$ cat src/rtl/fetch_unit.sv
// Instruction fetch unit: fetch PC, memory request handshake and a small prefetch queue
// feeding decode. Optional HLT detection is enabled by defining HALT_DETECT_EN.
module fetch_unit #(
  parameter int unsigned ADDR_W = 16,
  parameter int unsigned QDEPTH = 2,
  parameter logic [ADDR_W-1:0] RESET_PC = '0
) (
  input  logic              clock,
  input  logic              reset,
  output logic              imem_req,
  output logic [ADDR_W-1:0] imem_addr,
  input  logic              imem_ack,
  input  logic [15:0]       imem_rdata,
  output logic              cmd_valid,
  output logic [15:0]       command,
  output logic [ADDR_W-1:0] cmd_pc,
  input  logic              cmd_ready,
  input  logic              redirect,
  input  logic [ADDR_W-1:0] redirect_pc,
  output logic              fetch_halted
);

  localparam int unsigned PtrW = (QDEPTH > 1) ? $clog2(QDEPTH) : 1;
  localparam int unsigned CntW = PtrW + 1;
  localparam logic [CntW-1:0] QDepthC = CntW'(QDEPTH);

  logic [ADDR_W-1:0] r_fpc;
  logic              r_run;
  logic [PtrW-1:0]   r_wptr;
  logic [PtrW-1:0]   r_rptr;
  logic [CntW-1:0]   r_count;
  logic [15:0]       r_q_data [QDEPTH];
  logic [ADDR_W-1:0] r_q_pc   [QDEPTH];

  logic              w_halted;
  logic              w_push;
  logic              w_pop;
  logic [CntW-1:0]   w_count_d;

  assign imem_req  = r_run && (r_count < QDepthC) && !w_halted;
  assign imem_addr = r_fpc;
  assign w_push    = imem_req && imem_ack;
  assign cmd_valid = (r_count != '0);
  assign w_pop     = cmd_valid && cmd_ready;
  assign command   = r_q_data[r_rptr];
  assign cmd_pc    = r_q_pc[r_rptr];
  assign fetch_halted = w_halted;

  always_comb begin
    w_count_d = r_count;
    unique case ({w_push, w_pop})
      2'b10:   w_count_d = r_count + CntW'(1);
      2'b01:   w_count_d = r_count - CntW'(1);
      default: w_count_d = r_count;
    endcase
  end

  always_ff @(posedge clock) begin
    if (reset) begin
      r_fpc   <= RESET_PC;
      r_run   <= 1'b0;
      r_wptr  <= '0;
      r_rptr  <= '0;
      r_count <= '0;
      for (int i = 0; i < int'(QDEPTH); i++) begin
        r_q_data[i] <= '0;
        r_q_pc[i]   <= '0;
      end
    end else begin
      r_run <= 1'b1;
      // Redirect wins: flush and drop any word transferred this cycle.
      if (redirect) begin
        r_fpc   <= redirect_pc;
        r_wptr  <= '0;
        r_rptr  <= '0;
        r_count <= '0;
      end else begin
        if (w_push) begin
          r_q_data[r_wptr] <= imem_rdata;
          r_q_pc[r_wptr]   <= r_fpc;
          r_wptr           <= r_wptr + PtrW'(1);
          r_fpc            <= r_fpc + ADDR_W'(1);
        end
        if (w_pop) begin
          r_rptr <= r_rptr + PtrW'(1);
        end
        r_count <= w_count_d;
      end
    end
  end

`ifdef HALT_DETECT_EN
  logic r_halted;
  logic w_is_hlt;

  assign w_is_hlt = (imem_rdata[15:14] == 2'b11) && (imem_rdata[7:4] == 4'b1111);
  assign w_halted = r_halted;

  always_ff @(posedge clock) begin
    if (reset) begin
      r_halted <= 1'b0;
    end else if (redirect) begin
      r_halted <= 1'b0;
    end else if (w_push && w_is_hlt) begin
      r_halted <= 1'b1;
    end
  end
`else
  assign w_halted = 1'b0;
`endif

endmodule

$ cat config.mk
export PLATFORM = sky130hd
export DESIGN_NAME = fetch_unit
export DESIGN_NICKNAME = d
export VERILOG_FILES = /design/src/rtl/fetch_unit.sv
export SDC_FILE = /design/constraint.sdc
export NUM_CORES = 1
export LEC_CHECK = 0
export CORE_UTILIZATION = 37
export CTS_BUF_LIST = sky130_fd_sc_hd__clkbuf_4
export CTS_CLUSTER_SIZE = 28
export DETAILED_ROUTE_END_ITERATION = 7
export REMOVE_ABC_BUFFERS = 1
export SLEW_MARGIN = 10
export SYNTH_ARGS = -nofsm -noshare
export SYNTH_HDL_FRONTEND = slang
export SYNTH_SLANG_ARGS = --single-unit
$ cat constraint.sdc
create_clock -name clock -period 3.4 [get_ports clock]
set_input_delay 0.68 -clock clock [delete_from_list [all_inputs] [get_ports clock]]
set_output_delay 0.68 -clock clock [all_outputs]
set_load 0.1 [all_outputs]
# Word level (Yosys, flattened, before mapping)
# Memory sizes are Yosys's and may differ from the RTL's. A register that Yosys moved wholly into a read port is not among the register bits.
# Cells that the tools add are included.
[totals]
reg_bits = 21
mem_bits_rw = 64
inputBits = 37
output_inout_bits = 51
word_cells = 44
mem_count = 2
[mem_list]
columns = ["memory", "words", "width", "rd", "rd_clocked_by_memory_dff", "write_ports", "line_no", "source"]
rows = [
  ["r_q_data", 2, 16, 1, 1, 2, "32", "logic [15:0] r_q_data [QDEPTH];"],
  ["r_q_pc", 2, 16, 1, 1, 2, "33", "logic [ADDR_W-1:0] r_q_pc [QDEPTH];"],
]
[classes]
addsub = 5
order_cmp = 1
eq_ne = 2
muxes = 20
n_reduce_logical = 9
[op_table]
columns = ["cell", "count"]
rows = [
  ["$mux 16", 4],
  ["$reduce_or 16->1", 2],
  ["$add 16x1->16 const B", 1],
  ["$mux 1", 15],
  ["$reduce_bool 2->1", 3],
  ["$pmux 2 s2", 1],
  ["$logic_and 1x1->1", 3],
  ["$add 1x1->1 const B", 2],
  ["$add 2x1->2 const B", 1],
  ["$eq 2x1->1 const B", 1],
  ["$eq 2x2->1 const B", 1],
  ["$lt 2x2->1 const B", 1],
  ["$reduce_or 2->1", 1],
  ["$sub 2x1->2 const B", 1],
]

# Depth between registers and ports, before layout
[logic_depth]
word_depth = 9
depth_mapped = 7
mapped_depth_nobuf = 6

# Least setup slack after synthesis
# OpenSTA, ideal clock, no wires.
[synth_timing]
kind = "in2reg"
start = "input port reset"
end = "memory r_q_data[1][0] (enable)"
setup_ns = 0.388
t_arrival_ns = 2.351
required_time_ns = 3.012
slack_ns = 0.661
stages = 6
n_path_buf = 3
path_cell_list = "clkbuf_8 or2_1 clkbuf_1 nor2_2 clkbuf_1 a21o_1"
[synth_lines]
columns = ["item", "line_no", "source"]
rows = [
  ["start, declared", "9", "input logic reset,"],
  ["end, declared", "32", ""],
]

==> metrics.cfg <==
[clock_tree]
clk_transition_reported_paths_ns = 0.13
clockBufferDepth = 2
root_buffer = clkbuf_4
cts_tree = yes
numClockSinks = 86
clk_latency_ns = 0.43
cts_buffers = 9
post_cts_buffers = 0
ctsResizeCount = 0
postCtsHoldBufs = 0
cts.htree.levels = 3

[placed_design]
pre_cts_ws_ns = 0.561
place_area_um2 = 4810
placed_cells = 521
hpwl_um = 5570
port_buffers = 86
gp_congestion = 0.770

[timing]
layout_setup_ws_ns = 0.726
fin_crit_sh = 0.786
finalSetupTns_ns = 0
setup_viol = 0
max_freq_mhz = 374
fin_crit_ns = 2.67
max_slew_margin = 0.451
rsz0062_at_grt = no
worst_pin_slew_ns = 0.823
final_hold_viol_count = 0
clock_skew_ns = 0.0114
drv_slew = 0

[grt]
track_usage = 0.162
grt-ovfl-total = 0
antenna_found_initial = 0
grt_pass1_wl_um = 13800
grt_max_degree = 34
grt_pass1_vias = 2647

[synth]
yosysTopAreaCell = edfxtp_1
synth.most_common_cell = edfxtp_1
synth_edf_count = 64
synthFlopType = edfxtp_1
synth_cells = 315
async_reset_ff_frac = 0
avgSynthCellArea_um2 = 12.6
synthTopCellsByArea = edfxtp_1 49%, dfxtp_1 11%, mux2_2 9.1%
synth-seq-cells = 86
ys.warnings.count = 0
yosysSeqAreaShare = 0.596
synthTopCellsByCount = 64 x edfxtp_1, 32 x and3_1, 32 x mux2_2, 29 x and2_1, 22 x dfxtp_1
netlist_area_um2 = 3960
ys_types = 43
synth_top_area_share = 0.485

[critical_path]
critPathSlowestCell = dfxtp_2
path_cells = mux2_2 > buf_4
cp.required_ns = 2.72
worstSetupPathType = register to output port
cpPeakStageDelay_ns = 0.88
path_delay_family = flip-flops
endpoint_kind = output port
cp.buffers_inverters = 1
cp_max_fo = 32
cp-start-kind = register
critical_path_arrival_ns = 1.99

[pwr]
ir_worst_vdd_v = 0.000163
p_per_area_nw_per_um2 = 449
power_leakage_nw = 1.96

[floorplan]
die_h_um = 105
initial_utilization = 0.382
core_region_area_um2 = 10400
io_pins = 88
die-area_um2 = 11100
die_w_um = 105
rows = 37

[status]
outcome = completed

[drt]
viasPerCell = 5.02
finalWirelength_um = 8870
via_count = 2696
drc = 0
ant_nets = 0
wl_per_cell_um = 16.5
drt_pass1_iterations = 4
dr.first_iter.drc_count = 90

[cells_and_area]
final_cells = 537
antenna_cells = 0
area_growth_pct = 24.2
multi_input_area_um2 = 1470
n_fill_cell = 990
fin_area_um2 = 4920
regArea_um2 = 2360
nNetsFinal = 435
drive_gt1_frac = 0.287
final_util = 0.475

[flow_run]
maxCapViolCount = 0

[hold_path]
hold_class = register to register

==> final cells by class <==
class                      instances  area share
sequential                        86       0.480
multi-input combinational        202       0.298
timing repair buffer              93       0.160
tap                              136      0.0346
clock buffer                       9      0.0137
clock inverter                     7     0.00991
inverter                           4     0.00305
==> power breakdown <==
part	internal [mW]	switching, mW	total [mW]
clock network	0.151	0.362	0.514
logic	0.127	0.354	0.481
registers	1.17	0.0419	1.21
total	1.45	0.758	2.21
==> registers in the layout, indices dropped and copies added (netlist names), named ones only <==
signal and count:
r_q_data 32, r_count 2, r_q_pc 32, r_rptr 1, imem_addr 16, r_run 1, r_wptr 1
==> layout by cell type, fill, tap and decap left out, types with 2 or more instances in the layout <==
| cell type | instances |
|---|---|
| edfxtp_1 | 64 |
| buf_4 | 57 |
| clkdlybuf4s50_1 | 36 |
| mux2_2 | 32 |
| and3_1 | 32 |
| and2_1 | 29 |
| dfxtp_1 | 21 |
| nor2_1 | 19 |
| xnor2_1 | 12 |
| nor4_1 | 10 |
| clkbuf_4 | 9 |
| nand2_1 | 8 |
| a211oi_1 | 8 |
| nor3_1 | 6 |
| nand4_1 | 4 |
| nand3_1 | 4 |
| nor2b_1 | 3 |
| inv_1 | 3 |
| a21oi_1 | 3 |
| o21ai_0 | 3 |
| mux2i_1 | 3 |
| clkinvlp_4 | 3 |
| or2_2 | 2 |
| clkinv_1 | 2 |
| xor2_1 | 2 |
| nand4b_1 | 2 |
| a2111oi_0 | 2 |
| or3_1 | 2 |
| ha_1 | 2 |
| inv_6 | 2 |
==> stage by stage <==
stage               hold slack [ns]  power (mW)
global placement              0.500        1.72
global route                  0.573        2.28
CTS                           0.545        2.22
detailed placement            0.514        1.72
floorplan                     0.481        1.57
finish                        0.548        2.21
==> logic make-up after synthesis <==
| kind of cell | synth area share |
|---|---|
| adder cells (fa/ha/maj) | 0.00631 |
| AO/OA/AOI/OAI | 0.0373 |
| XOR/XNOR | 0.0309 |
| other | 0.000946 |
| AND/OR/NAND/NOR | 0.195 |
| buffers and inverters | 0.0344 |
| multiplexers | 0.0985 |
| flip-flops | 0.596 |
==> layer usage <==
metal  GRT usage  wire length (um)
met1       0.215              4150
met2       0.265              4240
met3      0.0278               378
met4      0.0614               110
met5           0                 0
==> worst reg2reg max path, cell delays in order (launching register included) <==
cell and delay (ns):
dfxtp_1 0.39, nand3b_4 0.32, nor3_2 0.24, or2_2 0.67
==> final timing paths <==
kind,startpoint,endpoint,slack (ns),cells after the start
worst min register to register,r_rptr,r_rptr,0.55,2
worst min-delay path,r_rptr,r_rptr,0.55,2
worst max register to register,r_count[1],r_q_data[0][0],1.39,3
worst max-delay path,register,cmd_pc[1],0.73,2
Power figures use the tool's default switching activity.
